$ cat config.mk
export PLATFORM = sky130hd
export DESIGN_NAME = inst_fetch_ctrl
export DESIGN_NICKNAME = d
export VERILOG_FILES = /design/src/rtl/cpu_defs_pkg.sv /design/src/rtl/inst_fetch_ctrl_fetch_buf.sv /design/src/rtl/inst_fetch_ctrl.sv
export SDC_FILE = /design/constraint.sdc
export NUM_CORES = 1
export LEC_CHECK = 0
export CORE_UTILIZATION = 49
export CTS_CLUSTER_DIAMETER = 40
export DETAILED_ROUTE_END_ITERATION = 16
export GPL_TIMING_DRIVEN = 0
export PLACE_DENSITY = 0.8
export RECOVER_POWER = 100
export SLEW_MARGIN = 20
export SYNTH_ARGS = -nofsm -noshare
export SYNTH_HDL_FRONTEND = slang
export SYNTH_SLANG_ARGS = --single-unit
export TNS_END_PERCENT = 20
$ cat constraint.sdc
create_clock -name clk -period 5.7 [get_ports clk]
set_input_delay 1.14 -clock clk [delete_from_list [all_inputs] [get_ports clk]]
set_output_delay 1.14 -clock clk [all_outputs]
set_load 0.05 [all_outputs]
$ cat src/rtl/cpu_defs_pkg.sv
// cpu_defs: shared fetch constants, fetch FSM encoding and address-range helper
package cpu_defs;
    localparam logic [31:0] RESET_PC    = 32'h0040_0000;
    localparam logic [29:0] MEM_LO_WORD = 30'h0010_0000;
    localparam logic [29:0] MEM_HI_WORD = 30'h0010_0023;

    typedef enum logic {
        ST_RUN   = 1'b0,
        ST_FAULT = 1'b1
    } fetch_state_e;

    function automatic logic word_in_range(
        input logic [29:0] w,
        input logic [29:0] lo,
        input logic [29:0] hi
    );
        return (w >= lo) && (w <= hi);
    endfunction
endpackage

$ cat src/rtl/inst_fetch_ctrl_fetch_buf.sv
// fetch_buf: 2-entry {pc, inst} FIFO with push/pop/flush; flush wins over push and pop
//   clk, rst_n          : clock, synchronous active-low reset (empties the buffer)
//   push/push_pc/_inst  : enqueue an entry (only while not full, or together with pop)
//   pop                 : dequeue the head (only while not empty)
//   flush               : discard all entries
//   count, head_pc/_inst: occupancy and head entry (don't-care when count==0)
module fetch_buf (
    input  logic        clk,
    input  logic        rst_n,
    input  logic        push,
    input  logic        pop,
    input  logic        flush,
    input  logic [31:0] push_pc,
    input  logic [31:0] push_inst,
    output logic [1:0]  count,
    output logic [31:0] head_pc,
    output logic [31:0] head_inst
);
    logic [1:0]  count_q, count_d;
    logic [31:0] pc0_q, pc0_d, pc1_q, pc1_d;
    logic [31:0] inst0_q, inst0_d, inst1_q, inst1_d;
    logic        tail;

    assign count     = count_q;
    assign head_pc   = pc0_q;
    assign head_inst = inst0_q;
    // New entry lands in slot 1 if an entry still sits in slot 0 after this cycle's pop
    assign tail      = (count_q == 2'd2) || (count_q == 2'd1 && !pop);

    always_comb begin
        pc0_d   = pop ? pc1_q : pc0_q;
        inst0_d = pop ? inst1_q : inst0_q;
        pc1_d   = pc1_q;
        inst1_d = inst1_q;
        if (push && !tail) begin
            pc0_d   = push_pc;
            inst0_d = push_inst;
        end
        if (push && tail) begin
            pc1_d   = push_pc;
            inst1_d = push_inst;
        end
        count_d = flush ? 2'd0 : count_q + {1'b0, push} - {1'b0, pop};
    end

    always_ff @(posedge clk) begin
        count_q <= !rst_n ? 2'd0 : count_d;
        pc0_q   <= pc0_d;
        pc1_q   <= pc1_d;
        inst0_q <= inst0_d;
        inst1_q <= inst1_d;
    end
endmodule

$ cat src/rtl/inst_fetch_ctrl.sv
// inst_fetch_ctrl: sequential instruction fetch into a 2-entry buffer with redirect and range fault
//   clk, rst_n                 : clock, synchronous active-low reset
//   imem_addr / imem_data      : word address to instruction memory, combinational read data
//   redirect_valid/redirect_pc : flush and restart fetch at a new byte address
//   inst_valid/inst/inst_pc    : buffer head to decode; inst_ready completes the handshake
//   fault                      : registered, high while fetch is stopped on a bad address
module inst_fetch_ctrl #(
    parameter logic [31:0] RESET_PC    = cpu_defs::RESET_PC,
    parameter logic [29:0] MEM_LO_WORD = cpu_defs::MEM_LO_WORD,
    parameter logic [29:0] MEM_HI_WORD = cpu_defs::MEM_HI_WORD
) (
    input  logic        clk,
    input  logic        rst_n,
    output logic [29:0] imem_addr,
    input  logic [31:0] imem_data,
    input  logic        redirect_valid,
    input  logic [31:0] redirect_pc,
    output logic        inst_valid,
    output logic [31:0] inst,
    output logic [31:0] inst_pc,
    input  logic        inst_ready,
    output logic        fault
);
    cpu_defs::fetch_state_e state_q, state_d;
    logic [31:0] fetch_pc_q, fetch_pc_d;
    logic        fault_q, fault_d;
    logic [1:0]  count;
    logic        handshake, pc_ok, tgt_ok, fetch;

    assign imem_addr  = fetch_pc_q[31:2];
    assign fault      = fault_q;
    assign inst_valid = count != 2'd0;
    assign handshake  = inst_valid && inst_ready;
    assign pc_ok      = cpu_defs::word_in_range(fetch_pc_q[31:2], MEM_LO_WORD, MEM_HI_WORD);
    assign tgt_ok     = redirect_pc[1:0] == 2'b00 &&
                        cpu_defs::word_in_range(redirect_pc[31:2], MEM_LO_WORD, MEM_HI_WORD);
    // A full buffer may still take a fetch when decode drains the head in the same cycle
    assign fetch      = state_q == cpu_defs::ST_RUN && !redirect_valid && pc_ok &&
                        (count != 2'd2 || handshake);

    always_comb begin
        fetch_pc_d = redirect_valid ? redirect_pc : fetch ? fetch_pc_q + 32'd4 : fetch_pc_q;
        state_d    = redirect_valid ? (tgt_ok ? cpu_defs::ST_RUN : cpu_defs::ST_FAULT) :
                     (state_q == cpu_defs::ST_RUN && !pc_ok) ? cpu_defs::ST_FAULT : state_q;
        fault_d    = state_d == cpu_defs::ST_FAULT;
    end

    always_ff @(posedge clk) begin
        if (!rst_n) begin
            fetch_pc_q <= RESET_PC;
            state_q    <= cpu_defs::ST_RUN;
            fault_q    <= 1'b0;
        end else begin
            fetch_pc_q <= fetch_pc_d;
            state_q    <= state_d;
            fault_q    <= fault_d;
        end
    end

    fetch_buf u_buf (
        .clk       (clk),
        .rst_n     (rst_n),
        .push      (fetch),
        .pop       (handshake),
        .flush     (redirect_valid),
        .push_pc   (fetch_pc_q),
        .push_inst (imem_data),
        .count     (count),
        .head_pc   (inst_pc),
        .head_inst (inst)
    );
endmodule

* After elaboration in Yosys (flattened, before gate mapping)
Cells that the tools add are included.
** Word-level totals
- Logic and storage cells :: 51
- Bits in registers :: 163
- Bits of input ports :: 68
** Cells by class
- Reductions and logical operators :: 23
- Equality and inequality tests :: 3
- Add/subtract/negate cells :: 3
- Bitwise gates (word level) :: 2
- $lt $le $gt $ge :: 4
- Multiplexer cells :: 9
** Operator list (number)
- 32-bit 2-to-1 mux :: 6
- 30-bit by 21-bit greater-or-equal comparator with 1-bit output, second input constant :: 2
- 30-bit by 21-bit <= comparator with 1-bit output, second input constant :: 2
- 32-bit by 3-bit adder with 32-bit output, second input constant :: 1
- 1-bit logical AND :: 11
- 2-bit nonzero test :: 4
- 1-bit zero test :: 4
- 1-bit 2-to-1 mux :: 3
- 2-bit by 1-bit adder with 2-bit output :: 1
- 2-bit by 1-bit == test with 1-bit output, second input constant :: 1
- 2-bit == test, second input constant :: 1
- 2-bit zero test :: 1
- 1-bit logical OR :: 2
- 2-bit != test, second input constant :: 1
- 1-bit NOT :: 2
- 2-bit OR reduction :: 1
- 2-bit by 1-bit subtractor with 2-bit output :: 1

* Longest topological paths before layout
Gate-level depths: netlist of the first run.
- Word-level depth :: 8
- Depth in mapped cells :: 9
- Depth with buffers taken out :: 8

* Cells and area by module
From an unflattened synthesis of the first run, not the netlist that was laid out.
** Unflattened totals
- Cells, all modules :: 679
- Area total of the unflattened synthesis :: 8640.8 sq um
** By module, submodules not included
- fetch_buf :: sequential area each 3883.7 sq um, cells an instance 508, instances 1, area each 6974.2 sq um
- inst_fetch_ctrl :: sequential area each 660.6 sq um, cells an instance 171, instances 1, area each 1666.6 sq um

* Worst setup path before layout of the first run
No wires, ideal clock.
- Path kind :: input-to-reg
- Start :: in redirect_valid
- End :: reg u_buf.inst1_q[0] (enable)
- Arrival time :: 4.478 ns
- Setup slack :: 0.735 ns
- Data required time :: 5.214 ns
- Stages :: 5
- Cells stage by stage :: clkbuf_1 nor2_1 o21a_1 nand4_1 nor2_1
** Between the ends
- Cells in the longest elaborated chain, start to end :: 5
** RTL lines
- start: declaration :: RTL line inst_fetch_ctrl.sv:16 : input logic redirect_valid,
- 1-bit zero test :: RTL line inst_fetch_ctrl.sv:38 : assign fetch = state_q == cpu_defs::ST_RUN && !redirect_valid && pc_ok &&
- 1-bit logical AND (3 in a row) :: RTL line inst_fetch_ctrl.sv:38
- 1-bit logical AND :: RTL line inst_fetch_ctrl_fetch_buf.sv:39 : if (push && tail) begin
- end signal: assignment :: RTL line inst_fetch_ctrl_fetch_buf.sv:51 : inst1_q <= inst1_d;
- end: declaration :: RTL line inst_fetch_ctrl_fetch_buf.sv:21 : logic [31:0] inst0_q, inst0_d, inst1_q, inst1_d;
Every way passes these cells.
A chain may end at the register's enable or synchronous reset.

* Final worst setup path of the first run
- Start :: in inst_ready
- End :: reg u_buf.inst0_q[23] (netlist: u_buf.head_inst[23]) (enable)
** Between the ends
- Cells in the longest elaborated chain, start to end :: 7
- Elaborated cells between the ends (all ways) :: 9
- Classes of those cells :: 9 x reduce/logical
** RTL lines
- start: declaration :: RTL line inst_fetch_ctrl.sv:21 : input logic inst_ready,
- 1-bit logical AND (*) :: RTL line inst_fetch_ctrl.sv:33 : assign handshake = inst_valid && inst_ready;
- 1-bit zero test :: RTL line inst_fetch_ctrl_fetch_buf.sv:28 : assign tail = (count_q == 2'd2) || (count_q == 2'd1 && !pop);
- 1-bit logical AND :: RTL line inst_fetch_ctrl_fetch_buf.sv:28
- 1-bit logical OR :: RTL line inst_fetch_ctrl_fetch_buf.sv:28
- 1-bit zero test :: RTL line inst_fetch_ctrl_fetch_buf.sv:35 : if (push && !tail) begin
- 1-bit logical AND :: RTL line inst_fetch_ctrl_fetch_buf.sv:35
- 2-bit nonzero test (no source line) (*)
- end signal: assignment :: RTL line inst_fetch_ctrl_fetch_buf.sv:50 : inst0_q <= inst0_d;
- end: declaration :: RTL line inst_fetch_ctrl_fetch_buf.sv:21
Mark *: on every way between the ends. The rest lies on a longest branch, timed or not.

==> results of run 1 <==
## stage by stage
| stage | setup slack [ns] | area, µm² | hold slack, ns |
|---|---|---|---|
| after floorplan | 0.735 | 6590 | 0.426 |
| after global placement | -1.40 | 8450 | 0.440 |
| after detailed placement | 1.79 | 8530 | 0.439 |
| after CTS | 2.22 | 9120 | 0.454 |
| after global routing | 1.52 | 9080 | 0.465 |
| final | 1.74 | 9080 | 0.453 |
## worst max-delay path: stages
cell                            delay [ns]
sky130_fd_sc_hd__dlygate4sd3_1        0.59
sky130_fd_sc_hd__nor2_1               0.06
sky130_fd_sc_hd__a21boi_0             0.36
sky130_fd_sc_hd__and2_0               0.24
sky130_fd_sc_hd__clkbuf_1             0.50
sky130_fd_sc_hd__clkbuf_1             0.41
sky130_fd_sc_hd__or2_4                0.44
sky130_fd_sc_hd__buf_12               0.29
## cells by family after synthesis
| kind of cell | Yosys count | synth area share [%] |
|---|---|---|
| AOI/OAI and AO/OA | 26 | 2.81 |
| xor gates and xnor gates | 4 | 0.531 |
| buffers and inverters | 56 | 5.48 |
| adders and majority gates | 4 | 0.759 |
| DFF | 163 | 68.9 |
| and+or+nand+nor | 112 | 10.9 |
| muxes | 65 | 10.6 |
## placed cells by master, fill, tap and decap left out, types with 4 or more instances in the layout
cell type,synthesis,layout
sky130_fd_sc_hd__a21oi_1,4,4
sky130_fd_sc_hd__buf_4,31,30
sky130_fd_sc_hd__clkbuf_1,7,16
sky130_fd_sc_hd__clkbuf_16,0,17
sky130_fd_sc_hd__clkdlybuf4s50_1,0,33
sky130_fd_sc_hd__clkinv_2,0,5
sky130_fd_sc_hd__dfxtp_1,35,35
sky130_fd_sc_hd__dlygate4sd3_1,0,130
sky130_fd_sc_hd__edfxtp_1,128,128
sky130_fd_sc_hd__ha_1,4,4
sky130_fd_sc_hd__inv_1,8,8
sky130_fd_sc_hd__mux2_1,37,37
sky130_fd_sc_hd__mux2i_1,25,25
sky130_fd_sc_hd__nand2_1,8,8
sky130_fd_sc_hd__nand3_1,8,8
sky130_fd_sc_hd__nand4_1,4,4
sky130_fd_sc_hd__nor2_1,7,6
sky130_fd_sc_hd__nor2b_1,48,48
sky130_fd_sc_hd__nor3_1,5,5
sky130_fd_sc_hd__nor4_1,8,8
sky130_fd_sc_hd__nor4_2,4,4
sky130_fd_sc_hd__o21ai_0,5,5
## sequential cells by signal, summed over array words and instances (netlist names)
signal	flops
fault	1
u_buf.inst1_q	32
u_buf.count	2
fetch_pc_q	32
u_buf.head_inst	32
u_buf.pc1_q	32
u_buf.head_pc	32
## routing by layer
metal	vias to the layer above	global-route usage [%]	wire length (µm)
met5	-	0	0
met4	0	8.25	216
met3	16	5.38	746
met2	163	32.5	6590
met1	1979	26.0	5990
li1	1938	-	-
## synthesized netlist by cell type, types with 5 or more instances
master                     count  area [µm²]
sky130_fd_sc_hd__edfxtp_1    128        3840
sky130_fd_sc_hd__nor2b_1      48         300
sky130_fd_sc_hd__mux2_1       37         417
sky130_fd_sc_hd__dfxtp_1      35         701
sky130_fd_sc_hd__buf_4        31         233
sky130_fd_sc_hd__mux2i_1      25         250
sky130_fd_sc_hd__inv_1         8        30.0
sky130_fd_sc_hd__nand2_1       8        30.0
sky130_fd_sc_hd__nand3_1       8        40.0
sky130_fd_sc_hd__nor4_1        8        50.1
sky130_fd_sc_hd__clkbuf_1      7        26.3
sky130_fd_sc_hd__nor2_1        7        26.3
sky130_fd_sc_hd__nor3_1        5        25.0
sky130_fd_sc_hd__o21ai_0       5        25.0
## worst paths after layout
kind | startpoint | to | slack (ns) | cells after the start
worst min-delay path | fetch_pc_q[4] | u_buf.pc1_q[4] | 0.45 | 0
worst max-delay path | inst_ready | u_buf.head_inst[23] | 1.74 | 8
worst min register to register | fetch_pc_q[4] | u_buf.pc1_q[4] | 0.45 | 0
worst max register to register | fetch_pc_q[19] | u_buf.head_inst[23] | 2.14 | 8
## power breakdown
| part | internal (W) | switching [W] | total [W] | leakage, nW |
|---|---|---|---|---|
| clock | 0.000685 | 0.000439 | 0.00112 | 0.292 |
| sequential | 0.00129 | 0.0000214 | 0.00131 | 1.44 |
| combinational | 0.000104 | 0.000124 | 0.000228 | 1.61 |
| total | 0.00208 | 0.000585 | 0.00266 | 3.34 |
## final cells by class
type,count,area [µm²]
clock buffer,17,425
clock inverter,15,165
multi-input combinational,211,1700
fill,896,4110
inverter,8,30.0
buffer,48,295
tap,176,220
sequential,163,4540
timing repair buffer,166,1710
==> load_flow_metrics.sql, run 1 <==
INSERT INTO impl_metrics (metric_group, metric, value, unit) VALUES
('run_status', 'status', 'finished, final reports clean', ''),
('grt', 'antenna_found_initial', '0', ''),
('final_layout', 'final_nets', '687', ''),
('cts', 'clk_transition_reported_paths', '0.06', 'ns'),
('grt', 'grt_residual_overflow', '0', ''),
('yosys', 'async_flop_share', '0', '%'),
('sta', 'count_of_pins_over_their_slew_limit', '0', ''),
('cts', 'clkLatencyLatePin', '0.41', 'ns'),
('yosys', 'synthDistinctLibCells', '46', ''),
('flow_run', 'maxCapViolCount', '0', ''),
('sta', 'total_neg_setup_slack', '0', 'ns'),
('critical_path', 'timing.critical_path.fanout_max', '42', ''),
('cts', 'cts.repair_timing.setup_buffer_count', '0', ''),
('cts', 'clk_root_buffer_cell', 'sky130_fd_sc_hd__clkbuf_16', ''),
('yosys', 'syn-instance-count', '430', ''),
('sta', 'fin_crit_sh', '69.4', '%'),
('critical_path', 'crit_path_start_kind', 'primary input', ''),
('grt', 'grt_util_all_layers', '20.2', '%'),
('routing', 'detailedRoute.firstIterationViolations', '413', ''),
('power', 'ir_worst_vdd', '0.223', 'mV'),
('grt', 'grt_pass1_wl', '21.2', 'mm'),
('yosys', 'synth_sequential_area_ratio', '68.9', '%'),
('sta', 'period_minus_slack', '3.96', 'ns'),
('cts', 'tritoncts', 'built', ''),
('routing', 'ant_nets', '0', ''),
('sta', 'grt_setup_unrepaired', 'false', ''),
('critical_path', 'worstSetupEndpointType', 'flip-flop', ''),
('final_layout', 'flow.area_growth_from_synthesis', '37.8', '%'),
('sta', 'timing.clock.skew', '0.0140', 'ns'),
('sta', 'timing.final.setup_violations', '0', ''),
('sta', 'timing_worst_slew_pin_value', '0.743', 'ns'),
('cts', 'cts.path.max_buffers', '2', ''),
('routing', 'routed-via-count', '4096', ''),
('routing', 'routed_via_density', '5.09', ''),
('die', 'die-area', '13900', 'µm²'),
('routing', 'detail_route.wl_per_cell', '16.8', 'µm'),
('routing', 'totalWireLength', '13.5', 'mm'),
('placement', 'io_buffer_count', '163', ''),
('power', 'pwr_per_cell_area', '293', 'nW/µm²'),
('min_path', 'holdCritPathClass', 'flip-flop to flip-flop', ''),
('die', 'io-pin-count', '164', ''),
('yosys', 'synth_top_flop_cell', 'sky130_fd_sc_hd__edfxtp_1', ''),
('critical_path', 'worstSetupPathType', 'primary input to flip-flop', ''),
('cts', 'cts_sinks', '163', ''),
('grt', 'grt_start_max_net_pins', '43', ''),
('grt', 'number_of_global_route_vias_before_repair', '3905', ''),
('critical_path', 'worst_ep_arrival_time', '4.05', 'ns'),
('die', 'num_rows', '42', ''),
('power', 'total_leakage_power', '3.34', 'nW'),
('die', 'die_y', '118', 'µm'),
('die', 'floorplan.initialDensity', '50.0', '%'),
('cts', 'number_of_resized_instances_in_the_post_cts_repair_step', '0', ''),
('yosys', 'yosysWarningCount', '0', ''),
('sta', 'hold_vio_cnt_final', '0', ''),
('yosys', 'mappedNetlistNets', '502', ''),
('cts', 'cts_made_buffers', '17', ''),
('critical_path', 'crit_required', '5.79', 'ns'),
('die', 'floorplan.die.width', '118', 'µm'),
('final_layout', 'post-route-util', '68.9', '%'),
('placement', 'dp.final_hpwl', '9.62', 'mm'),
('sta', 'fmax', '253', 'MHz'),
('cts', 'htree_num_levels', '4', ''),
('yosys', 'synthesis.area_per_instance', '15.3', 'µm²'),
('placement', 'place_inst', '772', ''),
('routing', 'detail_route.drc_violations', '0', ''),
('final_layout', 'fraction_of_final_layout_cells_with_drive_strength_greater_than_1', '12.9', '%'),
('sta', 'maxSlewHeadroom', '50.4', '%'),
('cts', 'holdBufCountCts', '0', ''),
('yosys', 'mapped_area', '6590', 'µm²'),
('final_layout', 'final-instance-count-excl-fill', '804', ''),
('power', 'power.total', '0.00266', 'W'),
('die', 'core_region_area', '13200', 'µm²'),
('yosys', 'flip_flop_and_latch_count_after_synthesis', '163', ''),
('yosys', 'count_of_flip_flops_with_a_built_in_enable_after_synthesis', '128', ''),
('placement', 'final_estimated_routing_congestion_in_global_placement', '0.939', ''),
('final_layout', 'antenna_diode_count', '0', ''),
('routing', 'drt_first_pass_iters', '5', '');
Note: power is estimated with default switching activity, not from simulation.
==> run 2, diff against run 1 <==
CORE_UTILIZATION = 44   (was 49)
PLACE_DENSITY = 0.75   (was 0.8)
clock period = 3.4 ns   (was 5.7 ns; I/O delays follow)
==> load_flow_metrics.sql, run 2 (synthesis gave the netlist of run 1 again) <==
INSERT INTO impl_metrics (metric_group, metric, value, unit) VALUES
('grt', 'grt_start_max_net_pins', '47', ''),
('routing', 'ant_nets', '0', ''),
('critical_path', 'crit_path_top_delay_cell', 'sky130_fd_sc_hd__nor4_2', ''),
('die', 'floorplan.die.width', '124', 'µm'),
('final_layout', 'layout_commonest_cell', 'sky130_fd_sc_hd__dlygate4sd3_1', ''),
('critical_path', 'critical-path-top-delay-family', 'simple AND/OR/NAND/NOR gates', ''),
('final_layout', 'multi_input_comb_area', '1700', 'µm²'),
('final_layout', 'fillers', '1055', ''),
('sta', 'period_minus_slack', '3.03', 'ns'),
('die', 'floorplan.initialDensity', '45.2', '%'),
('grt', 'grt.met3_usage', '4.90', '%'),
('cts', 'cts_sinks', '163', ''),
('die', 'die_y', '124', 'µm'),
('routing', 'totalWireLength', '14.1', 'mm'),
('sta', 'grt_setup_unrepaired', 'false', ''),
('routing', 'routed-via-count', '4044', ''),
('critical_path', 'cpMostUsedCell', 'sky130_fd_sc_hd__nor4_2', ''),
('final_layout', 'post-route-util', '62.5', '%'),
('cts', 'htree_num_levels', '4', ''),
('routing', 'drt_first_pass_iters', '4', ''),
('min_path', 'holdCritPathClass', 'flip-flop to flip-flop', ''),
('routing', 'routed_via_density', '4.98', ''),
('cts', 'number_of_resized_instances_in_the_post_cts_repair_step', '0', ''),
('sta', 'maxSlewHeadroom', '48.9', '%'),
('cts', 'cts.repair_timing.setup_buffer_count', '0', ''),
('die', 'core_region_area', '14600', 'µm²'),
('final_layout', 'sequential_standard_cell_area', '4540', 'µm²'),
('grt', 'grt_util_all_layers', '18.9', '%'),
('critical_path', 'crit_path_start_kind', 'flip-flop', ''),
('placement', 'io_buffer_count', '163', ''),
('routing', 'detailedRoute.firstIterationViolations', '228', ''),
('grt', 'global_route.usage.met1', '24.6', '%'),
('grt', 'grt_residual_overflow', '0', ''),
('sta', 'count_of_pins_over_their_slew_limit', '0', ''),
('final_layout', 'final_cell_mix', '129 x sky130_fd_sc_hd__dlygate4sd3_1, 128 x sky130_fd_sc_hd__edfxtp_1, 48 x sky130_fd_sc_hd__nor2b_1, 37 x sky130_fd_sc_hd__mux2_1, 35 x sky130_fd_sc_hd__dfxtp_1', ''),
('final_layout', 'final_nets', '687', ''),
('cts', 'cts_made_buffers', '17', ''),
('die', 'io-pin-count', '164', ''),
('routing', 'detail_route.drc_violations', '0', ''),
('final_layout', 'antenna_diode_count', '0', ''),
('critical_path', 'worstSetupPathType', 'flip-flop to flip-flop', ''),
('critical_path', 'crit_required', '3.50', 'ns'),
('critical_path', 'worstSetupEndpointType', 'flip-flop', ''),
('cts', 'clkLatencyLatePin', '0.42', 'ns'),
('sta', 'hold_vio_cnt_final', '0', ''),
('grt', 'groute.layer.met2.usage', '30.3', '%'),
('sta', 'timing.final.setup_violations', '0', ''),
('critical_path', 'cpPeakStageDelay', '0.49', 'ns'),
('critical_path', 'worst_ep_arrival_time', '3.13', 'ns'),
('run_status', 'status', 'finished, final reports clean', ''),
('cts', 'holdBufCountCts', '0', ''),
('power', 'total_leakage_power', '3.35', 'nW'),
('grt', 'number_of_global_route_vias_before_repair', '4064', ''),
('grt', 'grt_pass1_wl', '22.2', 'mm'),
('sta', 'timing_worst_slew_pin_value', '0.767', 'ns'),
('critical_path', 'timing.critical_path.fanout_max', '46', ''),
('power', 'power.total', '0.00451', 'W'),
('grt', 'antenna_found_initial', '0', ''),
('power', 'ir_worst_vdd', '0.328', 'mV'),
('cts', 'tritoncts', 'built', ''),
('critical_path', 'critical_path_buf_inv_count', '3', ''),
('die', 'die-area', '15500', 'µm²'),
('final_layout', 'fraction_of_final_layout_cells_with_drive_strength_greater_than_1', '12.9', '%'),
('sta', 'fmax', '330', 'MHz'),
('placement', 'final_estimated_routing_congestion_in_global_placement', '0.913', ''),
('cts', 'clk_transition_reported_paths', '0.06', 'ns'),
('placement', 'dp.final_hpwl', '10.1', 'mm'),
('cts', 'clk_root_buffer_cell', 'sky130_fd_sc_hd__clkbuf_16', ''),
('final_layout', 'flow.area_growth_from_synthesis', '38.2', '%'),
('critical_path', 'critical_path.cell_chain', 'nor4_2 -> nand4_1 -> nor4_2 -> and2_1 -> buf_6 -> buf_2 -> or2_4 -> buf_16', ''),
('sta', 'timing.clock.skew', '0.00832', 'ns'),
('routing', 'detail_route.wl_per_cell', '17.3', 'µm'),
('grt', 'grt_busiest_layer', 'met2', ''),
('cts', 'cts.path.max_buffers', '2', ''),
('sta', 'fin_crit_sh', '89.2', '%'),
('power', 'pwr_per_cell_area', '495', 'nW/µm²'),
('die', 'num_rows', '44', ''),
('flow_run', 'maxCapViolCount', '0', '');
## run 2: metrics by stage
stage | hold WS (ns) | TNS (ns) | setup WS [ns] | std cells | instance area [µm²]
after floorplan | 0.426 | 0 | 0.561 | 430 | 6600
after global placement | 0.451 | -85.52 | -0.692 | 777 | 8460
after detailed placement | 0.454 | -2.07 | -0.0476 | 780 | 8530
after CTS | 0.471 | 0 | 0.326 | 812 | 9140
after global routing | 0.480 | 0 | 0.133 | 812 | 9110
final | 0.466 | 0 | 0.366 | 812 | 9110
## run 2: path summary, 6_finish.rpt
kind | start | end | slack [ns] | cells after the start
worst max-delay path | fetch_pc_q[19] | u_buf.head_inst[5] | 0.37 | 8
worst min-delay path | fetch_pc_q[5] | u_buf.pc1_q[5] | 0.47 | 0
worst max register to register | fetch_pc_q[19] | u_buf.head_inst[5] | 0.37 | 8
worst min register to register | fetch_pc_q[5] | u_buf.pc1_q[5] | 0.47 | 0
## run 2: final cells by class
cell class | count | share of cell area [%]
Clock buffer | 25 | 5.67
Timing Repair Buffer | 166 | 18.6
Inverter | 8 | 0.329
Clock inverter | 7 | 1.02
Buffer | 48 | 3.34
Multi-Input combinational cell | 211 | 18.6
Tap cell | 184 | 2.53
Sequential cell | 163 | 49.9
## run 2: routing by layer
layer / wire length (µm) / vias up
met5: 0 / -
met4: 236 / 0
met3: 807 / 20
met2: 6670 / 151
met1: 6360 / 1936
li1: - / 1937
## run 2: power by group
part,switching [W],internal [W],leakage (nW),total (W)
logic,0.000208,0.000174,1.61,0.000382
registers,0.0000352,0.00216,1.44,0.00220
clock network,0.000727,0.00120,0.293,0.00193
## run 2: worst reg2reg max path, cell delays in order (launching register included)
cell,delay (ns)
sky130_fd_sc_hd__dfxtp_1,0.35
sky130_fd_sc_hd__nor4_2,0.49
sky130_fd_sc_hd__nand4_1,0.24
sky130_fd_sc_hd__nor4_2,0.22
sky130_fd_sc_hd__and2_1,0.26
sky130_fd_sc_hd__buf_6,0.19
sky130_fd_sc_hd__buf_2,0.26
sky130_fd_sc_hd__or2_4,0.38
sky130_fd_sc_hd__buf_16,0.28
==> run 3, diff against run 2 <==
CORE_UTILIZATION = 53   (was 44)
PLACE_DENSITY = 0.85   (was 0.75)
clock period = 3.7 ns   (was 3.4 ns; I/O delays follow)
==> load_flow_metrics.sql, run 3 (synthesis gave the netlist of run 1 again) <==
INSERT INTO impl_metrics (metric_group, metric, value, unit) VALUES
('run_status', 'status', 'finished, final reports clean', ''),
('routing', 'ant_nets', '0', ''),
('grt', 'grt_pass1_wl', '21.9', 'mm'),
('routing', 'detailedRoute.firstIterationViolations', '322', ''),
('cts', 'clk_root_buffer_cell', 'sky130_fd_sc_hd__clkbuf_16', ''),
('die', 'die_y', '114', 'µm'),
('sta', 'grt_setup_unrepaired', 'false', ''),
('sta', 'timing_worst_slew_pin_value', '0.739', 'ns'),
('cts', 'number_of_resized_instances_in_the_post_cts_repair_step', '0', ''),
('final_layout', 'antenna_diode_count', '0', ''),
('placement', 'preCtsSetupSlack', '0.309', 'ns'),
('cts', 'cts_made_buffers', '17', ''),
('grt', 'grt_util_all_layers', '22.8', '%'),
('sta', 'fmax', '308', 'MHz'),
('cts', 'tritoncts', 'built', ''),
('placement', 'final_estimated_routing_congestion_in_global_placement', '0.882', ''),
('critical_path', 'crit_required', '3.79', 'ns'),
('grt', 'antenna_found_initial', '0', ''),
('cts', 'cts_sinks', '163', ''),
('power', 'power.total', '0.00395', 'W'),
('grt', 'grt_residual_overflow', '0', ''),
('cts', 'clk_transition_reported_paths', '0.06', 'ns'),
('sta', 'period_minus_slack', '3.25', 'ns'),
('critical_path', 'worst_ep_arrival_time', '3.34', 'ns'),
('final_layout', 'post-route-util', '74.8', '%'),
('power', 'ir_worst_vdd', '0.253', 'mV'),
('critical_path', 'worst_r2r_startpoint', 'fetch_pc_q[19]', ''),
('critical_path', 'timing.critical_path.fanout_max', '52', ''),
('sta', 'timing.clock.skew', '0.00619', 'ns'),
('placement', 'place_inst', '764', ''),
('critical_path', 'setup.reg_to_reg.worst_slack', '0.45', 'ns'),
('cts', 'htree_num_levels', '4', ''),
('final_layout', 'flow.area_growth_from_synthesis', '36.7', '%'),
('cts', 'cts.repair_timing.setup_buffer_count', '0', ''),
('critical_path', 'timing.critical_path.from', 'fetch_pc_q[19]', ''),
('cts', 'holdBufCountCts', '0', ''),
('min_path', 'holdCritPathClass', 'flip-flop to flip-flop', ''),
('final_layout', 'fraction_of_final_layout_cells_with_drive_strength_greater_than_1', '12.4', '%'),
('sta', 'count_of_pins_over_their_slew_limit', '0', ''),
('die', 'die-area', '12900', 'µm²'),
('sta', 'maxSlewHeadroom', '50.7', '%'),
('sta', 'whs', '0.460', 'ns'),
('final_layout', 'final_nets', '687', ''),
('cts', 'cts.path.max_buffers', '2', ''),
('routing', 'routed_via_density', '5.28', ''),
('die', 'num_rows', '40', ''),
('final_layout', 'layout_commonest_cell', 'sky130_fd_sc_hd__dlygate4sd3_1', ''),
('die', 'floorplan.initialDensity', '54.7', '%'),
('final_layout', 'final-instance-count-excl-fill', '796', ''),
('cts', 'clkLatencyLatePin', '0.41', 'ns'),
('critical_path', 'crit_path_start_kind', 'flip-flop', ''),
('critical_path', 'worstSetupEndpointType', 'flip-flop', ''),
('critical_path', 'worstSetupPathType', 'flip-flop to flip-flop', ''),
('power', 'total_leakage_power', '3.31', 'nW'),
('sta', 'fin_crit_sh', '87.9', '%'),
('die', 'io-pin-count', '164', ''),
('routing', 'totalWireLength', '14.2', 'mm'),
('flow_run', 'maxCapViolCount', '0', ''),
('sta', 'timing.final.setup_violations', '0', ''),
('routing', 'detail_route.wl_per_cell', '17.9', 'µm'),
('min_path', 'hp-start', 'fetch_pc_q[4]', ''),
('sta', 'hold_vio_cnt_final', '0', ''),
('die', 'core_region_area', '12100', 'µm²'),
('die', 'floorplan.die.width', '114', 'µm'),
('sta', 'setup_slack_after_layout', '0.449', 'ns'),
('power', 'pwr_per_cell_area', '438', 'nW/µm²'),
('routing', 'drt_first_pass_iters', '4', ''),
('placement', 'dp.final_hpwl', '10.1', 'mm'),
('placement', 'io_buffer_count', '163', ''),
('grt', 'number_of_global_route_vias_before_repair', '4290', ''),
('routing', 'routed-via-count', '4202', ''),
('final_layout', 'final_cell_mix', '129 x sky130_fd_sc_hd__dlygate4sd3_1, 128 x sky130_fd_sc_hd__edfxtp_1, 48 x sky130_fd_sc_hd__nor2b_1, 37 x sky130_fd_sc_hd__mux2_1, 35 x sky130_fd_sc_hd__dfxtp_1', ''),
('grt', 'grt_start_max_net_pins', '53', ''),
('routing', 'detail_route.drc_violations', '0', '');
-- run 3: path summary, 6_finish.rpt --
check,cells past startpoint,end
min reg2reg,0,u_buf.pc1_q[4]
max reg2reg,8,u_buf.head_inst[6]
min,0,u_buf.pc1_q[4]
max,8,u_buf.head_inst[6]
-- run 3: critical path, cell delays in order, from the launching register on --
cell and delay [ns]:
sky130_fd_sc_hd__dfxtp_1 0.35, sky130_fd_sc_hd__nor4_2 0.55, sky130_fd_sc_hd__nand4_1 0.27, sky130_fd_sc_hd__nor4_1 0.37
sky130_fd_sc_hd__and2_0 0.31, sky130_fd_sc_hd__buf_6 0.19, sky130_fd_sc_hd__buf_2 0.24, sky130_fd_sc_hd__or2_4 0.31
sky130_fd_sc_hd__buf_16 0.27
-- run 3: final cells by class --
cell class / instances / area [µm²]
Fill cell: 758 / 3050
Multi-Input combinational cell: 211 / 1690
Timing Repair Buffer: 166 / 1710
Inverter: 8 / 30.0
Buffer: 48 / 304
Sequential cell: 163 / 4540
Tap cell: 168 / 210
Clock buffer: 21 / 440
Clock inverter: 11 / 88.8
-- run 3: stage by stage --
stage / setup TNS (ns) / instance area, µm²
floorplan: 0 / 6600
global placement: -163.87 / 8440
detailed placement: 0 / 8520
CTS: 0 / 9050
global route: 0 / 9020
finish: 0 / 9020
-- run 3: routing by layer --
layer,up-vias,track usage (%),wire [µm]
met3,30,5.69,939
met1,2051,27.6,5900
met2,182,38.3,7060
li1,1939,-,-
met5,-,0,0
met4,0,11.4,353
-- run 3: power by group --
| part | internal, W | total, W | switching, W |
|---|---|---|---|
| registers | 0.00199 | 0.00202 | 0.0000331 |
| logic | 0.000160 | 0.000353 | 0.000193 |
| clock network | 0.000915 | 0.00158 | 0.000664 |
| total | 0.00306 | 0.00395 | 0.000890 |
==> RTL change 1, RTL diff (config.mk and constraints of run 2) <==
The output `fault` loses its register stage (`fault_q` becomes a continuous assignment).
--- a/src/rtl/inst_fetch_ctrl.sv
+++ b/src/rtl/inst_fetch_ctrl.sv
@@ -49,13 +49,13 @@
         if (!rst_n) begin
             fetch_pc_q <= RESET_PC;
             state_q    <= cpu_defs::ST_RUN;
-            fault_q    <= 1'b0;
         end else begin
             fetch_pc_q <= fetch_pc_d;
             state_q    <= state_d;
-            fault_q    <= fault_d;
         end
     end
+
+    assign fault_q = fault_d;
 
     fetch_buf u_buf (
         .clk       (clk),
Behaviour: not the same (Yosys sat finds a counterexample within 4 cycles, from zero or initial values and one cycle with rst_n low).
==> RTL change 1 against run 2 <==
Worst setup slack got worse by 270 ps; register-to-register slack got worse by 60 ps; power about the same; count of clock-buffer cells in the layout decreased by 3; final area decreased by 1.9%; combinational power decreased by 5%; sequential cell count unchanged; via count decreased by 1.8%; sequential power about the same; synthesized area decreased by 2.7%; synthesized cell count decreased by 3.0%; routed wire length decreased by 4.2%; sequential share of layout area increased by 0.96 points.
==> RTL change 1: results (changes against run 2) <==
[worst_setup_path]
crit_arrival_ps=2620  ; -510 ps
r2r_slack_ps=310  ; -60 ps
cp_max_fo=2  ; -96%
reg2reg_to=u_buf.head_inst[7]
crit_start=redirect_pc[1]
r2r_start=fetch_pc_q[12]

[placement]
dpl.hpwl_um=9663  ; -3.9%
gp_congestion=0.8186  ; -10%
dp_slack_ps=-314.0  ; -266.4 ps

[cells_and_area]
buf_share_pct=22.16  ; +0.19 points
seq_cells=163  ; unchanged
inverters_excl_clock=9  ; +1

[sta]
tightest_slew_ps=709.7  ; -56.96 ps

[logic_synthesis]
synth_compound_area_share_pct=3.023  ; +0.21 points
synthMuxAreaShare_pct=11.08  ; +0.45 points
synth_nets=489  ; -2.6%
yosys.area_share.xor_xnor_pct=0.4095  ; -0.12 points
synth_fa_ha_area_share_pct=0.7800  ; +0.021 points

[worst_hold_path]
hold_end=u_buf.pc1_q[6]

[route]
route.met2.wl_um=6588  ; -1.2%
wl_met1_um=5725  ; -10%
vias_per_cell=4.996  ; +0.32%

[pwr]
power.share.sequential_pct=48.8  ; about the same
ir_drop_uv=346.3  ; +5.7%

[grt]
grt_pass1_vias=4001  ; -1.6%

[run_status]
status=finished clean

RTL change 1: changes by cell type in the layout (fill, tap and decap cells not counted), moves of 3 or more:
cell | run 2 | this run
a221oi_1 | 0 | 4
a31o_2 | 3 | 0
nor4b_1 | 3 | 0
nor2b_1 | 48 | 23
nor2_1 | 6 | 29
mux2_2 | 3 | 15
clkbuf_8 | 4 | 1
nand3_1 | 8 | 5
a21oi_1 | 4 | 7
clkinv_4 | 0 | 5
mux2_1 | 37 | 25
RTL change 1: what timing repair did:
| action | in CTS | in global routing |
|---|---|---|
| resized for setup | 2 | 2 |
| pin swaps | 0 | 0 |
| setup endpoints to repair | 1 | 35 |
RTL change 1: metrics by stage:
step	setup TNS [ps]	cell area (um2)	instances	total power, W
final	0	8942	795	0.004506
after global placement	-65960	8280	760	0.002613
after global routing	0	8942	795	0.004639
after floorplan	0	6424	417	0.002445
after CTS	0	8966	795	0.004563
after detailed placement	-2326	8343	763	0.002623
==> RTL change 2, RTL diff (flow settings as in run 2) <==
Made on the original files. Put one more register stage on the output `fault`, without a reset. The value now appears one clock later. The other outputs are not delayed to match. Comments in the files are not updated.
--- a/src/rtl/inst_fetch_ctrl.sv
+++ b/src/rtl/inst_fetch_ctrl.sv
@@ -28,7 +28,9 @@
     logic        handshake, pc_ok, tgt_ok, fetch;
 
     assign imem_addr  = fetch_pc_q[31:2];
-    assign fault      = fault_q;
+    always_ff @(posedge clk) begin
+        fault <= fault_q;
+    end
     assign inst_valid = count != 2'd0;
     assign handshake  = inst_valid && inst_ready;
     assign pc_ok      = cpu_defs::word_in_range(fetch_pc_q[31:2], MEM_LO_WORD, MEM_HI_WORD);
Check against the original RTL: not equivalent (a bounded check fails within 4 cycles, from zero or initial values and one cycle with rst_n low).
==> RTL change 2 against run 2 <==
Die area rose by 0.30%; sequential cell count rose by 1; routed wire length rose by 0.84%; power fell by 3.1%; final area fell by 0.48%; hold slack got worse by 68 ps; worst setup slack got worse by 110 ps; synthesized area rose by 0.30%; critical endpoint is now u_buf.inst1_q[13]; final cell count rose by 0.25%.
==> RTL change 2: results (changes against run 2) <==
[clock_network]
cts_htree_levels=4  ; unchanged
clockBufferDepth=2  ; unchanged
cts_buffers=17  ; unchanged
clock_latency_ps=420  ; about the same
cts-root-buf=clkbuf_16
cts_resized=0  ; unchanged
clkTransAtPathRegs_ps=60  ; about the same

[sta]
tightest_slew_ps=741.5  ; -25.17 ps
skew_ps=13.35  ; +5.037 ps

[grt]
grtUsageTotal_pct=18.89  ; about the same
grt_max_degree=48  ; +2.1%
grt_pass1_vias=4292  ; +5.6%
grt_pass1_wl_um=22610  ; +1.7%
antenna_found_initial=0  ; unchanged

[route]
drt_iter0_drc=268  ; +18%
drt_first_pass_iters=5  ; +1
wire_per_inst_um=17.44  ; +0.59%
vias_per_cell=5.075  ; +1.9%

[worst_setup_path]
crit_start=redirect_valid
crit_arrival_ps=3200  ; +70 ps
crit_family=buffers and inverters
cp_slowest_stage_delay_ps=590  ; +100 ps
cp_max_fo=21  ; -54%
crit_slowest_cell=dlygate4sd3_1

[pwr]
ir_drop_uv=373.8  ; +14%
leakage_nw=3.339  ; -0.35%

[placement]
dpl.hpwl_um=10290  ; +2.4%
placed_area_mm2=0.008596  ; +0.73%
gp_congestion=0.9208  ; +0.91%

[cells_and_area]
fill_cells=1062  ; +0.66%
n_antenna_cell=0  ; unchanged
drive_above_1_share_pct=12.54  ; -0.36 points
fin_nets=689  ; +0.29%

[logic_synthesis]
synth_nets=503  ; +0.20%
synthArstFlopShare_pct=0  ; unchanged
synth_commonest_cells=edfxtp_1 (128), nor2b_1 (48), mux2_1 (37)
yosys-top-cells-area=edfxtp_1 (58%), dfxtp_1 (11%), mux2_1 (6.3%)
synth.distinct_cells=46  ; unchanged
synth-edff-count=128  ; unchanged
yosysSeqAreaShare_pct=69.01  ; +0.094 points

[worst_hold_path]
hold_class=reg -> reg
worstHoldStart=fault_q

[run_status]
status=finished clean

==> RTL change 2: cell count changes in the layout (fill, tap and decap cells not counted), moves of 2 or more <==
| cell | change |
|---|---|
| clkbuf_2 | +2 |
| clkinv_1 | +5 |
| buf_12 | -2 |
| clkinv_2 | +3 |
| clkbuf_8 | -4 |
| clkbuf_1 | -2 |
==> RTL change 2: final cells by class <==
class,instances,share of cell area (%)
Timing Repair Buffer,167,18.70
Multi-Input combinational cell,211,18.72
Clock buffer,18,4.731
Inverter,8,0.3310
Sequential cell,164,50.32
Tap cell,184,2.538
Buffer,48,3.352
Clock inverter,14,1.310
==> RTL change 2: worst register-to-register path: stages, from the launching register on <==
cell,delay [ps]
dfxtp_1,340
nor4_2,530
nand4_1,220
nor4_2,210
and2_1,270
buf_6,190
buf_2,260
or2_4,370
buf_16,280
==> RTL change 2: worst paths after layout <==
kind         slack, ps  cells after the start                 to
max                260                      8  u_buf.inst1_q[13]
min                400                      0              fault
max reg2reg        360                      8  u_buf.head_pc[15]
min reg2reg        400                      0              fault
==> RTL change 2: logic make-up after synthesis <==
group,count (synthesis),synth area share [%]
flops,164,69.01
simple gates,112,10.84
mux,65,10.59
buf+inv,56,5.467
compound gates,26,2.800
xor+xnor,4,0.5298
fa+ha+maj,4,0.7567
==> RTL change 2: per-stage QoR <==
| step | utilization [%] | cells | setup slack [ps] | hold slack [ps] |
|---|---|---|---|---|
| floorplan | - | 431 | 561.3 | 362.4 |
| global placement | 58.15 | 778 | -730.0 | 383.9 |
| detailed placement | 58.92 | 782 | -58.95 | 381.2 |
| CTS | 62.68 | 814 | 311.2 | 391.0 |
| global route | 62.18 | 814 | 106.1 | 404.9 |
| finish | 62.18 | 814 | 255.9 | 397.9 |
==> RTL change 2: power breakdown <==
group | switching, W | total [W] | internal (W)
registers | 0.0000355 | 0.00221 | 0.00218
clock network | 0.000714 | 0.00177 | 0.00106
logic | 0.000211 | 0.000386 | 0.000174
==> RTL change 2: layer usage <==
metal | GRT usage [%] | routed length (um)
met3 | 5.069 | 858
met1 | 24.26 | 6305
met4 | 7.583 | 214
met2 | 30.32 | 6816
met5 | 0 | 0
